File: config.mk
export PLATFORM = sky130hd
export DESIGN_NAME = hero_write_rx
export DESIGN_NICKNAME = d
export VERILOG_FILES = /design/src/rtl/hero_write_rx.sv
export SDC_FILE = /design/constraint.sdc
export NUM_CORES = 1
export LEC_CHECK = 0
export CAP_MARGIN = 20
export CORE_UTILIZATION = 42
export CTS_CLUSTER_SIZE = 16
export DETAILED_ROUTE_END_ITERATION = 12
export GPL_TIMING_DRIVEN = 0
export PLACE_DENSITY = 0.75
export SLEW_MARGIN = 20
export SYNTH_ARGS = -nofsm -noshare
export SYNTH_HDL_FRONTEND = slang
export SYNTH_SLANG_ARGS = --single-unit
File: constraint.sdc
create_clock -name clk -period 1.5 [get_ports clk]
set_input_delay 0.225 -clock clk [delete_from_list [all_inputs] [get_ports clk]]
set_output_delay 0.225 -clock clk [all_outputs]
set_load 0.005 [all_outputs]
File: src/rtl/hero_write_rx.sv
// hero_write_rx: assembles VALID..DONE hero beat sequences into parallel write records
// delivered over valid/ready, flagging empty, overflowing and illegal sequences.
module hero_write_rx #(
    parameter int HERO_WIDTH = 8,
    parameter int MAX_BEATS  = 4,
    parameter int CNT_W      = 16,
    localparam int CW        = $clog2(MAX_BEATS + 1),
    localparam int IW        = (MAX_BEATS > 1) ? $clog2(MAX_BEATS) : 1
) (
    input  logic                            clk,
    input  logic                            rst_n,
    input  logic [1:0]                      hero_cycle,
    input  logic [HERO_WIDTH-1:0]           hero_data,
    output logic                            hero_rdy,
    output logic                            wr_vld,
    input  logic                            wr_rdy,
    output logic [MAX_BEATS*HERO_WIDTH-1:0] wr_data,
    output logic [CW-1:0]                   wr_beats,
    output logic                            err_empty,
    output logic                            err_ovf,
    output logic                            err_code,
    output logic [CNT_W-1:0]                done_cnt
);
    typedef enum logic [1:0] {S_IDLE, S_COLLECT, S_DROP, S_HOLD} state_t;

    localparam logic [1:0] C_VALID = 2'd1;
    localparam logic [1:0] C_DONE  = 2'd2;
    localparam logic [1:0] C_ILL   = 2'd3;

    state_t                                r_state;
    logic [MAX_BEATS-1:0][HERO_WIDTH-1:0]  r_lanes;
    logic [CW-1:0]                         r_cnt;
    logic                                  r_rdy;
    logic                                  r_vld;
    logic                                  r_err_empty;
    logic                                  r_err_ovf;
    logic                                  r_err_code;
    logic [CNT_W-1:0]                      r_done_cnt;
    logic                                  w_acc;

    assign w_acc     = r_rdy && (hero_cycle != 2'd0);
    assign hero_rdy  = r_rdy;
    assign wr_vld    = r_vld;
    assign wr_data   = r_lanes;
    assign wr_beats  = r_cnt;
    assign err_empty = r_err_empty;
    assign err_ovf   = r_err_ovf;
    assign err_code  = r_err_code;
    assign done_cnt  = r_done_cnt;

    always_ff @(posedge clk) begin
        if (!rst_n) begin
            r_state     <= S_IDLE;
            r_lanes     <= '0;
            r_cnt       <= '0;
            r_rdy       <= 1'b0;
            r_vld       <= 1'b0;
            r_err_empty <= 1'b0;
            r_err_ovf   <= 1'b0;
            r_err_code  <= 1'b0;
            r_done_cnt  <= '0;
        end else begin
            r_rdy       <= 1'b1;
            r_err_empty <= 1'b0;
            r_err_ovf   <= 1'b0;
            r_err_code  <= 1'b0;
            case (r_state)
                S_IDLE: begin
                    if (w_acc && hero_cycle == C_VALID) begin
                        r_lanes[0] <= hero_data;
                        r_cnt      <= CW'(1);
                        r_state    <= S_COLLECT;
                    end
                    r_err_empty <= w_acc && hero_cycle == C_DONE;
                    r_err_code  <= w_acc && hero_cycle == C_ILL;
                end
                S_COLLECT: begin
                    if (w_acc && hero_cycle == C_VALID) begin
                        if (r_cnt < CW'(MAX_BEATS)) begin
                            r_lanes[r_cnt[IW-1:0]] <= hero_data;
                            r_cnt                  <= r_cnt + CW'(1);
                        end else begin
                            r_err_ovf <= 1'b1;
                            r_state   <= S_DROP;
                        end
                    end else if (w_acc && hero_cycle == C_DONE) begin
                        r_rdy   <= 1'b0;
                        r_vld   <= 1'b1;
                        r_state <= S_HOLD;
                    end else if (w_acc && hero_cycle == C_ILL) begin
                        r_err_code <= 1'b1;
                        r_lanes    <= '0;
                        r_cnt      <= '0;
                        r_state    <= S_IDLE;
                    end
                end
                S_DROP: begin
                    if (w_acc && hero_cycle != C_VALID) begin
                        r_err_code <= hero_cycle == C_ILL;
                        r_lanes    <= '0;
                        r_cnt      <= '0;
                        r_state    <= S_IDLE;
                    end
                end
                S_HOLD: begin
                    // hero_rdy stays low until the cycle after the handshake
                    r_rdy <= wr_rdy;
                    if (wr_rdy) begin
                        r_vld      <= 1'b0;
                        r_done_cnt <= r_done_cnt + CNT_W'(1);
                        r_lanes    <= '0;
                        r_cnt      <= '0;
                        r_state    <= S_IDLE;
                    end
                end
                default: r_state <= S_IDLE;
            endcase
        end
    end
endmodule

Word level (Yosys, flattened, before mapping)
Cells that the tools add are included.

Muxes and demuxes: 41. Equality and inequality tests: 17. $lt $le $gt $ge: 3. Reduce and logical (&&, ||, !) cells: 17. $add $sub $neg: 2.

Operators by type and width (number): $mux W32 (6); $pmux W24 S3 (1); $bwmux W32 (1); $pmux W8 S4 (1); $mux W3 (7); $add A16 B1 Y16 const B (1); $demux W8 S2 (1); $mux W8 (2); $mux W2 (7); $ne A3 B3 Y1 const B (4); $pmux W3 S4 (1); $reduce_and A6 Y1 (2); $mux W1 (10); $ne A2 B2 Y1 const B (5); $eq A2 B2 Y1 const B (4); $pmux W2 S4 (1); $logic_and A1 B1 Y1 (6); $reduce_and A5 Y1 (1); $eq A2 B1 Y1 const B (2); $ne A4 B4 Y1 const B (1); $pmux W1 S2 (2); $reduce_and A2 Y1 (2); $reduce_and A4 Y1 (1); $reduce_bool A2 Y1 (2); 9 further kinds (9).

Word-level logic and storage cells: 92. Register bits: 58. Output and inout port bits: 56.

Depth between registers and ports, before layout
Gate-level depths: netlist of the first run.

Depth after elaboration: 8. Mapped depth: 6. Depth with buffers taken out: 6.

Worst setup path after synthesis of the first run
OpenSTA, ideal clock, no wires.

Path kind: register to register. From: register r_state[1]. To: register r_state[1]. Stages on the path, launching flop included: 6. Arrival time: 1.294 ns. Slack: 0.091 ns. Path buffers: 2. Clock period less this slack: 1.409 ns. Data required time: 1.385 ns. Cells stage by stage: dfxtp_1 buf_6 buf_6 o311a_1 o31ai_2 o21ba_1.

Word-level cells in the longest chain between the ends: 3. Elaborated cells between the ends (all ways): 11.

Ends and longest elaborated chain: start, declared (line 30) `state_t r_state;`; start signal, assigned (line 53) `r_state <= S_IDLE;`; start signal, assigned (line 72) `r_state <= S_COLLECT;`; start signal, assigned (line 84) `r_state <= S_DROP;`; $eq A2 B1 Y1, or another cell as far along (line 67) `case (r_state)`; $ne A4 B4 Y1 (no source line), or another cell as far along; $reduce_and A5 Y1 (no source line).

Parallel ways exist; a longest one is shown, timed or not. A chain may end at the register's enable or synchronous reset.

Worst setup path after layout of the first run
From: register r_state[0]. To: register r_cnt[0] (netlist: wr_beats[0]).

Word-level cells in the longest chain between the ends: 3. Elaborated cells between the ends (all ways): 12.

Ends and longest elaborated chain: $eq A2 B1 Y1, or another cell as far along (line 67); $ne A3 B3 Y1 (no source line) / $ne A2 B2 Y1 (equally long branches); $reduce_and A6 Y1 (no source line); end signal, assigned (line 81) `r_cnt <= r_cnt + CW'(1);`; end, declared (line 32) `logic [CW-1:0] r_cnt;`.

Parallel ways exist; a longest one is shown, timed or not.

==> results of run 1 <==
## routing by layer
layer / wire length [um] / share of wire, % / vias to the layer above
li1: - / - / 1038
met1: 2890 / 46 / 1023
met2: 2920 / 47 / 78
met3: 265 / 4.3 / 15
met4: 153 / 2.5 / 0
met5: 0 / 0 / -
## tightest hold or removal path: cells and delay by family
| kind | cells | cell delay [ns] |
|---|---|---|
| simple gates | 2 | 0.12 |
| buf+inv | 1 | 0.32 |
## kinds of logic after synthesis
family / share of synthesized area [%]
xor+xnor: 3.66
simple gates: 19.5
buf+inv: 3.24
fa+ha+maj: 2.62
compound gates: 21.2
flops: 48.6
mux: 1.26
## flip-flops by register name (all words and copies together) (netlist names), 2 cells and up
name / cells
done_cnt: 16
r_state: 2
wr_data: 32
wr_beats: 3
## through the flow
| stage | cell area (um2) | utilization (%) | setup TNS [ns] | setup WS [ns] | total power, W |
|---|---|---|---|---|---|
| global route | 3630 | 65.9 | -0.188 | -0.0375 | 0.00379 |
| floorplan | 2390 | - | 0 | 0.0912 | 0.00179 |
| CTS | 3450 | 62.6 | -0.0878 | -0.0183 | 0.00364 |
| finish | 3630 | 65.9 | 0 | 0.0169 | 0.00367 |
| global placement | 3160 | 57.4 | -18.23 | -0.488 | 0.00190 |
| detailed placement | 3160 | 57.4 | -18.88 | -0.481 | 0.00191 |
## placed cells by master (no fill, tap or decap), drive strengths merged, types with 3 or more instances in the layout
cell type and count:
xor2 3, ha 5, mux2i 3, inv 7, o2bb2ai 24, dfxtp 58, a32o 8, a21oi 7
clkdlybuf4s50 65, nand3 8, nor2 18, o21ai 7, nand4 5, and2 3, xnor2 7, clkbuf 16
buf 9, nor4 7, nand4b 4, nand2 22, nor3 3
## where the power goes
| part | internal [W] | total (W) | switching [W] |
|---|---|---|---|
| Sequential | 0.00156 | 0.00160 | 0.0000363 |
| Clock | 0.00112 | 0.00173 | 0.000615 |
| Combinational | 0.000157 | 0.000336 | 0.000180 |
## cell type report
| cell class | instances | share of cell area [%] |
|---|---|---|
| inverters | 7 | 0.724 |
| plain buffers | 6 | 1.24 |
| repair buffers | 74 | 20.1 |
| clock inverters | 3 | 1.90 |
| well taps | 72 | 2.48 |
| clock buffers | 13 | 4.93 |
| multi-input cells | 159 | 35.5 |
| flip-flops and latches | 58 | 33.1 |
## how the worst max path moves through the flow
| stage | end | slack [ns] | cells past startpoint |
|---|---|---|---|
| 6_report | wr_beats[0] | 0.02 | 5 |
| 3_5_place_dp | wr_data[7] | -0.48 | 5 |
| 5_1_grt | wr_beats[0] | -0.04 | 5 |
| 3_3_place_gp | wr_data[3] | -0.49 | 5 |
| 2_1_floorplan | r_state[1] | 0.09 | 5 |
| 4_1_cts | wr_data[27] | -0.02 | 6 |
## timing repair
action / CTS / global route
hold buffers: 0 / 0
buffers inserted: 1 / 5
gates resized for setup: 18 / 43
endpoints found under the setup margin: 48 / 49
pin swaps: 2 / 10
==> metrics.cfg, run 1 <==
[grt]
antenna_found_initial = 0
grt_first_pass_wirelength_um = 9540
use_met3_pct = 4.35
first_global_vias = 1983
grt_start_max_net_pins = 11
grtUsageMet1_pct = 26.7
overflow = 0
track_usage_pct = 20.4
use_met2_pct = 30.6
grt_most_used_layer = met2

[place]
dpl.cell_count = 372
port_buffers = 68
finalWeightedCongestion = 0.900
place_hpwl_um = 3980

[clock_network]
cts.sink_count = 58
cts_tree = built
cts_max_path_buffers = 2
clkTransAtPathRegs_ns = 0.06
clock_latency_ns = 0.33
numCtsBuffers = 9
root_buffer = clkbuf_8
htree_levels = 3

[routing]
post_drt_wl_per_cell_um = 15.9
viasPerCell = 5.49
routed_wl_um = 6220
dr.pass1.iters = 4
num_vias = 2154
ant_nets = 0
drc = 0
drtIter0Drc = 110

[setup_path]
r2r_start = r_state[0]
worstPathArrival_ns = 1.71
reg2reg_depth = 5
r2r_slack_ns = 0.02
slowest_stage = dfxtp_4
worstSetupStartpointType = flip-flop
slowest_delay_ns = 0.38
cp-startpoint = r_state[0]
worstPathCellList = nand4b_1 -> buf_4 -> o311a_1 -> a211o_1 -> o211a_1
worstSetupPathType = flip-flop to flip-flop
cp.required_ns = 1.72
r2r-end = wr_beats[0]
worstPathMaxFanout = 7
cp-end-kind = flip-flop
cp_top_family = compound AO/OA/AOI/OAI gates
critPathBufInv = 1

[layout]
final_cells = 392
drive_gt1_share_pct = 22.8
multi_input_area_mm2 = 0.00129
seq_area_mm2 = 0.00120
layout.nets = 333
syn_to_final_growth_pct = 51.8
n_antenna_cell = 0
fill_cells = 432

[sta]
fin_skew_ns = 0.0146
post-route-min-period_ns = 1.48
setup_viol = 0
max_slew_margin_pct = 69.2
fmax_mhz = 674
final-max-slew-violation-count = 0
post-route-period-util_pct = 98.9
whs_ns = 0.375
tightest_slew_ns = 0.462
hold_viol_final = 0

[logic_synthesis]
avgSynthCellArea_um2 = 10.3
yosys-top-cells-count = 58 x dfxtp_1, 24 x o2bb2ai_1, 19 x nand2_1
synthArstFlopShare_pct = 0
synth_nets = 250
synth_area_mm2 = 0.00239
synth_top_area_share_pct = 48.6
yosysWarnings = 0
synth_edf_count = 0
yosysTopAreaCell = dfxtp_1
yosysSeqAreaShare_pct = 48.6
synth.most_common_cell = dfxtp_1
synthTopCellsByArea = dfxtp_1 49%, o2bb2ai_1 8.8%, a32o_1 3.3%, nand2_1 3.0%, nor2_1 2.8%
ys_ff_latch = 58
syn_inst = 232
ys.flop_type = dfxtp_1
ys_types = 48

[min_path]
hp-class = input pin to flip-flop
min_path_cells = 3
min_from = hero_cycle[0]
hold_path_end = err_code

[outcome]
status = completed

[run]
maxCapViolCount = 0

[pwr]
cellPowerDensity_mw_per_mm2 = 1010
leakagePower_nw = 1.38
vdd_drop_max_uv = 653

[floorplan]
core_area_mm2 = 0.00551
dieWidth_um = 77.5
row_count = 27
die_area_mm2 = 0.00600
io_pins = 69
initial_core_util_pct = 43.4
die-height_um = 77.5

No activity file was read; power rests on OpenSTA's default activity.
==> inputs of run 2 (changes only) <==
--- a/config.mk
+++ b/config.mk
@@ -11,6 +11,7 @@
 export DETAILED_ROUTE_END_ITERATION = 12
 export GPL_TIMING_DRIVEN = 0
 export PLACE_DENSITY = 0.75
+export RECOVER_POWER = 50
 export SLEW_MARGIN = 20
 export SYNTH_ARGS = -nofsm -noshare
 export SYNTH_HDL_FRONTEND = slang
==> results of run 2 <==
Same layout as run 1: the final DEF is identical, and so are final timing and power.
==> inputs of run 3 (changes only) <==
--- a/config.mk
+++ b/config.mk
@@ -6,6 +6,7 @@
 export NUM_CORES = 1
 export LEC_CHECK = 0
 export CAP_MARGIN = 20
+export CORE_ASPECT_RATIO = 0.75
 export CORE_UTILIZATION = 42
 export CTS_CLUSTER_SIZE = 16
 export DETAILED_ROUTE_END_ITERATION = 12
==> metrics.cfg, run 3 (synthesized netlist as in run 1, its figures left out) <==
[routing]
routed_wl_um = 7080
num_vias = 2266
ant_nets = 0
viasPerCell = 5.69
drc = 0
dr.pass1.iters = 4
drtIter0Drc = 165
post_drt_wl_per_cell_um = 17.8

[floorplan]
row_count = 23
die_area_mm2 = 0.00600
core_area_mm2 = 0.00541
die-height_um = 67.3
io_pins = 69
initial_core_util_pct = 44.2
dieWidth_um = 89.1

[clock_network]
numCtsBuffers = 9
clock_latency_ns = 0.35
cts_hold_buf = 0
clkTransAtPathRegs_ns = 0.07
cts_max_path_buffers = 2
htree_levels = 3
cts.sink_count = 58
root_buffer = clkbuf_8
cts_tree = built

[setup_path]
cp-end-kind = flip-flop
critPathBufInv = 3
worstSetupPathType = flip-flop to flip-flop
cp_top_family = buffers and inverters
worstSetupStartpointType = flip-flop
slowest_delay_ns = 0.38
worstPathMaxFanout = 8
worstPathArrival_ns = 1.77
slowest_stage = dfxtp_4
cp.required_ns = 1.74
worstPathCellList = nand4b_1 -> buf_4 -> nand4_1 -> buf_6 -> o21ai_4 -> buf_12 -> o2bb2ai_2

[grt]
overflow = 0
track_usage_pct = 22.3
grt_start_max_net_pins = 13
antenna_found_initial = 0
first_global_vias = 1942
grt_first_pass_wirelength_um = 9760

[sta]
tightest_slew_ns = 0.488
setup_viol = 24
post-route-period-util_pct = 103
fin_ws_ns = -0.0390
fin_skew_ns = 0.0107
max_slew_margin_pct = 67.1
final-max-slew-violation-count = 0
post-route-min-period_ns = 1.54
hold_viol_final = 0
fmax_mhz = 650

[run]
maxCapViolCount = 0

[outcome]
status = complete, but fails checks
violations = negative setup slack

[place]
finalWeightedCongestion = 0.867
placed_cell_area_mm2 = 0.00317
port_buffers = 68
place_hpwl_um = 4420

[min_path]
hp-class = input pin to flip-flop

[layout]
seq_area_mm2 = 0.00121
fill_cells = 402
final_common_cell = clkdlybuf4s50_1
syn_to_final_growth_pct = 58.7
multi_input_area_mm2 = 0.00140
layout_common_cells = 60 x clkdlybuf4s50_1, 37 x dfxtp_1, 19 x o2bb2ai_2
drive_gt1_share_pct = 28.8
n_antenna_cell = 0
final_area_mm2 = 0.00379
layout.nets = 336
largest_reg_flops = 32

[pwr]
cellPowerDensity_mw_per_mm2 = 951
leakagePower_nw = 1.45
finalPower_w = 0.00361
vdd_drop_max_uv = 594

[run 3: cell count changes in the layout (fill, tap and decap cells not counted), sizes merged]
| cell | before | now |
|---|---|---|
| clkdlybuf4s50 | 65 | 60 |
| clkinv | 1 | 2 |
| buf | 9 | 13 |
| clkinvlp | 0 | 2 |
| dlymetal6s2s | 1 | 6 |
| inv | 7 | 8 |
| clkbuf | 16 | 11 |
[run 3: worst register-to-register path: stages (launching register included)]
cell and delay (ns):
dfxtp_4 0.38, nand4b_1 0.26, buf_4 0.21, nand4_1 0.10
buf_6 0.14, o21ai_4 0.07, buf_12 0.14, o2bb2ai_2 0.12
[run 3: report_power, final]
group / internal [W] / switching (W)
Sequential: 0.00155 / 0.0000348
Clock: 0.000944 / 0.000681
Combinational: 0.000180 / 0.000214
Total: 0.00268 / 0.000929
[run 3: final timing paths]
| check | slack, ns | end | from | cells past startpoint |
|---|---|---|---|---|
| max | -0.04 | wr_data[29] | r_state[0] | 7 |
| min reg2reg | 0.47 | wr_data[1] | wr_data[1] | 1 |
| min | 0.38 | hero_rdy | wr_rdy | 3 |
| max reg2reg | -0.04 | wr_data[29] | r_state[0] | 7 |
[run 3: cell type report]
class	count	share of cell area, %
Buffer	6	1.09
Inverter	7	0.693
Sequential cell	58	31.9
Clock inverter	7	2.67
Tap cell	75	2.47
Clock buffer	9	3.27
Multi-Input combinational cell	159	36.8
Timing Repair Buffer	77	21.1
[run 3: what timing repair did]
item | in CTS | in global routing
setup endpoints to repair | 51 | 53
pin swaps | 5 | 15
buffers inserted | 3 | 6
resized for setup | 28 | 59
[run 3: layer usage]
layer	share of wire (%)	global-route usage [%]	vias up	wire, um
li1	-	-	1053	-
met1	45	30.2	1098	3200
met2	47	32.3	102	3340
met3	6.5	8.92	13	460
met4	1.2	6.94	0	82
met5	0	0	-	0
[run 3: through the flow]
step                cells  hold WS, ns  utilization, %  setup slack [ns]  setup TNS (ns)
floorplan             232        0.302               -            0.0912               0
detailed placement    375        0.450            58.5            -0.515          -20.12
global placement      375        0.445            58.5            -0.446          -18.30
CTS                   394        0.340            64.3           0.00543               0
global route          398        0.354            70.1           -0.0640           -1.42
finish                398        0.382            70.1           -0.0390          -0.603
==> patch 1: new RTL, flow settings as in run 3 <==
`HERO_WIDTH`: 8 -> 6.
--- a/src/rtl/hero_write_rx.sv
+++ b/src/rtl/hero_write_rx.sv
@@ -1,7 +1,7 @@
 // hero_write_rx: assembles VALID..DONE hero beat sequences into parallel write records
 // delivered over valid/ready, flagging empty, overflowing and illegal sequences.
 module hero_write_rx #(
-    parameter int HERO_WIDTH = 8,
+    parameter int HERO_WIDTH = 6,
     parameter int MAX_BEATS  = 4,
     parameter int CNT_W      = 16,
     localparam int CW        = $clog2(MAX_BEATS + 1),
Interface: changed (resized hero_data and wr_data); port bits go from 69 to 59. The function was not compared with the original's and may differ.
==> patch 1 against run 3 <==
The run still ends with negative setup slack left. Cell area shrank 10%. Largest power group is now sequential cells. Critical path depth fell by 2. Maximum frequency shrank 6.0%. Routed wire length down 6.4%. Power shrank 28%. Synthesized area fell by 7.0%. Cell count shrank 0.25%. Setup slack got worse by 0.098 ns. Sequential cell count down 8.
==> patch 1: results (changes against run 3) <==
Setup path
The data arrival time of the worst path is 1.87 ns (+0.10 ns). The largest fanout on the critical path is 7 (-1).

CTS
The number of levels in the clock H-tree is 2 (-1). The source-to-sink clock delay at the later pin of the worst-skew pair came to 0.31 ns (-0.04 ns). The total of cells resized after clock tree synthesis is 39 (+39%). The number of buffers inserted by post-CTS setup repair is 9 (+6). The number of buffers inserted during clock tree synthesis came to 5 (-4).

Global route
The maximum number of pins on one net before global-route repair is 17 (+4). The met2 track demand over resource in global routing is 35.12% (+2.8 points). The global-route wire length before repair is 9632 um (-1.3%). The global routing usage summed across all routing layers is 22.62% (+0.34 points).

Synthesis
The sequential cell area fraction in the yosys report was 45.02% (-3.5 points). The adder-cell share of the synthesized area is 2.814% (+0.20 points). The multiplexer share of the synthesized area is 3.658% (+2.4 points). The commonest cells after synthesis are sky130_fd_sc_hd__dfxtp_1, sky130_fd_sc_hd__nand2_1, sky130_fd_sc_hd__o22ai_1. The xor and xnor fraction of the mapped netlist area is 3.545% (-0.12 points). Ranked by total cell area, the synthesized netlist is headed by sky130_fd_sc_hd__dfxtp_1, sky130_fd_sc_hd__nand2_1, sky130_fd_sc_hd__o22ai_1.

The unique cell type count in the Yosys netlist came to 45 (-6.3%).

Hold path
The start point of the worst hold path is rst_n.

STA
The number of endpoints failing setup at the final stage is 16 (-33%). The worst-case setup margin in the final layout is -0.1369 ns (-0.09789 ns). The clock tree skew after final layout was 0.008246 ns (-0.002502 ns). The final setup TNS is -1.101 ns (-0.4976 ns). The tightest slew margin relative to the limit was 59.28% (-7.8 points).

Final layout
The flip-flop count of the largest register after layout is 24 (-25%). The fraction of final layout cells with drive strength greater than 1 is 23.08% (-5.7 points). The post-layout net count is 340 (+1.2%).

Outcome
The flow ran to the end, but the final reports show violations. The checks that failed: negative setup slack.

Pwr
The static leakage is 0.001339 uW (-7.8%). The switching fraction of total power is 24.57% (-1.2 points). The maximum resistive drop on vdd is 607.2 uV (+2.2%).

Place
The number of buffers added on ports is 57 (-16%). The final RePlAce weighted congestion is 0.8238 (-5.0%). The HPWL reported at the end of detailed placement is 4173 um (-5.6%).

Detailed routing
The post-detailed-routing wire length is 6623 um (-6.4%). The via count came to 2182 (-3.7%).
## patch 1: layout make-up
type	count	area, um2
fill	381	1580
multi-input combinational	184	1418
sequential	50	1033
timing repair buffer	68	658.1
tap	72	90.09
buffer	11	75.07
clock buffer	5	68.82
clock inverter	3	43.79
inverter	4	15.01
## patch 1: stage by stage
stage	instances	instance area [um2]	setup slack, ns	utilization (%)
after global routing	397	3402	-0.1771	68.28
after global placement	380	2910	-0.6547	58.41
after floorplan	251	2250	-0.05405	-
final	397	3402	-0.1369	68.28
after detailed placement	380	2910	-0.6951	58.41
after CTS	395	3247	-0.07944	65.17
## patch 1: worst paths after layout
check                                                 end  slack (ns)  cells after the start
worst max-delay path              wr_data[5]$_SDFFE_PN0P_       -0.14                      5
worst min register to register   wr_data[16]$_SDFFE_PN0P_        0.47                      2
worst min-delay path            done_cnt[12]$_SDFFE_PN0P_        0.29                      3
worst max register to register    wr_data[5]$_SDFFE_PN0P_       -0.14                      5
## patch 1: worst max-delay path: stages, from the launching register on
cell and delay (ns):
sky130_fd_sc_hd__dfxtp_4 0.36, sky130_fd_sc_hd__buf_6 0.11, sky130_fd_sc_hd__nand2_2 0.07, sky130_fd_sc_hd__o21a_1 0.24
sky130_fd_sc_hd__or4_4 0.59, sky130_fd_sc_hd__o22ai_1 0.20
## patch 1: routing by layer
layer / share of wire [%] / wire length, um
met4: 1.2 / 82
met5: 0 / 0
met3: 5.4 / 360
met2: 47 / 3124
met1: 46 / 3056
## patch 1: power by group through the flow
stage | registers (uW) | logic [uW] | clock network, uW
final | 1350 | 306 | 956
after global routing | 1350 | 323 | 1020
after CTS | 1350 | 276 | 968
after detailed placement | 1390 | 235 | 0
after global placement | 1390 | 231 | 0
after floorplan | 1390 | 131 | 0
==> patch 2: new RTL, settings of run 3 <==
Made on the original files. The 4 states of `state_t` get a one-hot encoding in 4 bits.
--- a/src/rtl/hero_write_rx.sv
+++ b/src/rtl/hero_write_rx.sv
@@ -21,7 +21,7 @@
     output logic                            err_code,
     output logic [CNT_W-1:0]                done_cnt
 );
-    typedef enum logic [1:0] {S_IDLE, S_COLLECT, S_DROP, S_HOLD} state_t;
+    typedef enum logic [3:0] {S_IDLE = 4'b0001, S_COLLECT = 4'b0010, S_DROP = 4'b0100, S_HOLD = 4'b1000} state_t;
 
     localparam logic [1:0] C_VALID = 2'd1;
     localparam logic [1:0] C_DONE  = 2'd2;
Formal check against the unedited RTL: same outputs for any inputs over 4 cycles, from zero or initial values and one cycle with rst_n low; so few cycles prove little.
==> patch 2 against run 3 <==
The run still ends with negative setup slack left. Synthesized area up 7.5%. Routed wire length up 4.3%. Combinational power up 8.6%. Critical path depth down 2. Setup slack worse by 0.33 ns. Cell area up 6.6%. Power down 3.2%. Sequential cell count up 2. Critical endpoint is now wr_data[1]$_SDFFE_PN0P_. Highest routed layer unchanged.
==> patch 2: results (changes against run 3) <==
Place
The number of placed instances, taps included is 406 (+8.3%). The HPWL reported at the end of detailed placement is 4551 um (+3.0%). The final RePlAce weighted congestion is 0.8688 (+0.23%). The number of buffers added on ports is 66 (-2.9%). The instance area after placement is 3343 um2 (+5.6%).

Setup path
The terminus of the critical flop-to-flop path is wr_data[1]$_SDFFE_PN0P_. The data arrival time of the worst path was 2.08 ns (+0.31 ns). Broken down by cell family, the worst path's largest delay share belongs to compound AO/OA/AOI/OAI gates. The slowest stage of the critical path is the sky130_fd_sc_hd__or4b_4 cell. The depth of the worst register-to-register path is 5 (-2). The largest incremental delay on the critical path came to 0.53 ns (+0.15 ns). The start of the worst register-to-register path is r_state[0]$_SDFFE_PN1P_. The setup slack of the most critical reg-to-reg path was -0.37 ns (-0.33 ns).

Synthesis
By count the netlist is led by sky130_fd_sc_hd__dfxtp_1, sky130_fd_sc_hd__nand2_1, sky130_fd_sc_hd__o2bb2ai_1. The sequential cell area fraction in the yosys report was 46.74% (-1.8 points). The average instance area after synthesis is 9.809 um2 (-4.8%).

The post-synth net total is 280 (+12%). The unique cell type count in the Yosys netlist was 46 (-4.2%). The number of warning messages in the yosys log came to 0 (unchanged). The share of Yosys cell area claimed by the top area cell type came to 46.74% (-1.8 points).

By area the synthesized netlist is led by sky130_fd_sc_hd__dfxtp_1, sky130_fd_sc_hd__o2bb2ai_1, sky130_fd_sc_hd__xor2_1.

STA
The tightest slew margin relative to the limit is 59.97% (-7.1 points). The clock tree skew after final layout is 0.007275 ns (-0.003474 ns). The worst-case setup margin in the final layout is -0.3697 ns (-0.3307 ns).

The number of endpoints failing setup at the final stage was 57 (+140%).

Pwr
The static leakage is 0.001475 uW (+1.5%). The maximum resistive drop on vdd is 727.3 uV (+22%). The switching fraction of total power is 23.93% (-1.8 points).

Hold path
The min-delay analysis places its worst path in the category in2reg. The worst-case hold path end point is err_empty$_SDFF_PN0_. The number of cells on the worst hold path came to 2 (-1). The startpoint identified for the worst hold timing path is hero_cycle[0].

Global route
The global routing usage summed across all routing layers is 22.99% (+0.72 points). The maximum number of pins on one net before global-route repair is 11 (-2). The global-route wire length before repair was 11430 um (+17%). The number of global-route vias before repair is 2275 (+17%).

Final layout
The post-layout net count is 378 (+13%). The fraction of final layout cells with drive strength greater than 1 is 31.96% (+3.2 points).

Detailed routing
The starting DRC count in detailed routing is 79 (-52%). The post-detailed-routing wire length is 7380 um (+4.3%). The average wire length per cell after detail routing is 16.73 um (-5.9%). The ratio of routed vias to standard cells is 5.458 (-4.1%).

Outcome
The run finished, with violations left. The final reports fail on negative setup slack.

CTS
The source-to-sink clock delay at the later pin of the worst-skew pair is 0.33 ns (-0.02 ns).
==> patch 2: worst max path at each step <==
stage / startpoint / to / slack (ns) / depth (start not counted)
after global placement: hero_cycle[1] / wr_data[2]$_SDFFE_PN0P_ / -0.74 / 6
after global routing: r_state[1]$_SDFFE_PN0P_ / done_cnt[13]$_SDFFE_PN0P_ / -0.43 / 8
after detailed placement: hero_cycle[1] / wr_data[2]$_SDFFE_PN0P_ / -0.75 / 6
after floorplan: r_state[2]$_SDFFE_PN0P_ / wr_data[1]$_SDFFE_PN0P_ / -0.33 / 5
final: r_state[0]$_SDFFE_PN1P_ / wr_data[1]$_SDFFE_PN0P_ / -0.37 / 5
after CTS: r_state[1]$_SDFFE_PN0P_ / wr_beats[2]$_SDFFE_PN0P_ / -0.39 / 6
==> patch 2: cell families after synthesis <==
family                     synth area share (%)
buffers and inverters                     2.726
AOI/OAI and AO/OA                         19.04
muxes                                     1.363
DFF                                       46.74
xor gates and xnor gates                  4.430
and+or+nand+nor                           23.27
adders and majority gates                 2.434
==> patch 2: layout make-up <==
| type | instances | area, um2 |
|---|---|---|
| Fill cell | 415 | 1813 |
| Multi-Input combinational cell | 188 | 1560 |
| Sequential cell | 60 | 1239 |
| Timing Repair Buffer | 89 | 894.6 |
| Clock buffer | 12 | 155.1 |
| Tap cell | 78 | 97.59 |
| Buffer | 8 | 46.29 |
| Clock inverter | 2 | 35.03 |
| Inverter | 4 | 15.01 |
==> patch 2: metrics by stage <==
stage               setup TNS, ns  utilization (%)  worst slack [ns]
floorplan                  -10.22                -           -0.3288
global placement           -28.89            57.09           -0.7436
detailed placement         -30.06            57.09           -0.7542
CTS                        -16.76            66.15           -0.3898
global route               -19.27            69.04           -0.4293
finish                     -15.84            69.04           -0.3697
==> patch 2: metal layers <==
layer	GRT usage, %	vias up	routed length (um)	share of wire [%]
li1	-	1158	-	-
met1	31.68	1153	3402	46
met2	34.73	82	3380	46
met3	5.702	14	482	6.5
met4	8.507	0	114	1.5
met5	0	-	0	0
==> patch 2: power groups by stage <==
stage | logic (uW) | clock network [uW] | registers [uW]
finish | 428 | 1420 | 1640
global route | 456 | 1520 | 1650
CTS | 381 | 1440 | 1650
detailed placement | 308 | 0 | 1680
global placement | 304 | 0 | 1680
floorplan | 177 | 0 | 1680
==> patch 2: what timing repair did <==
item,4_1_cts,5_1_grt
gates resized for setup,48,40
pin swaps,18,17
endpoints found under the hold margin,0,0
endpoints found under the setup margin,62,69
buffers inserted,17,6
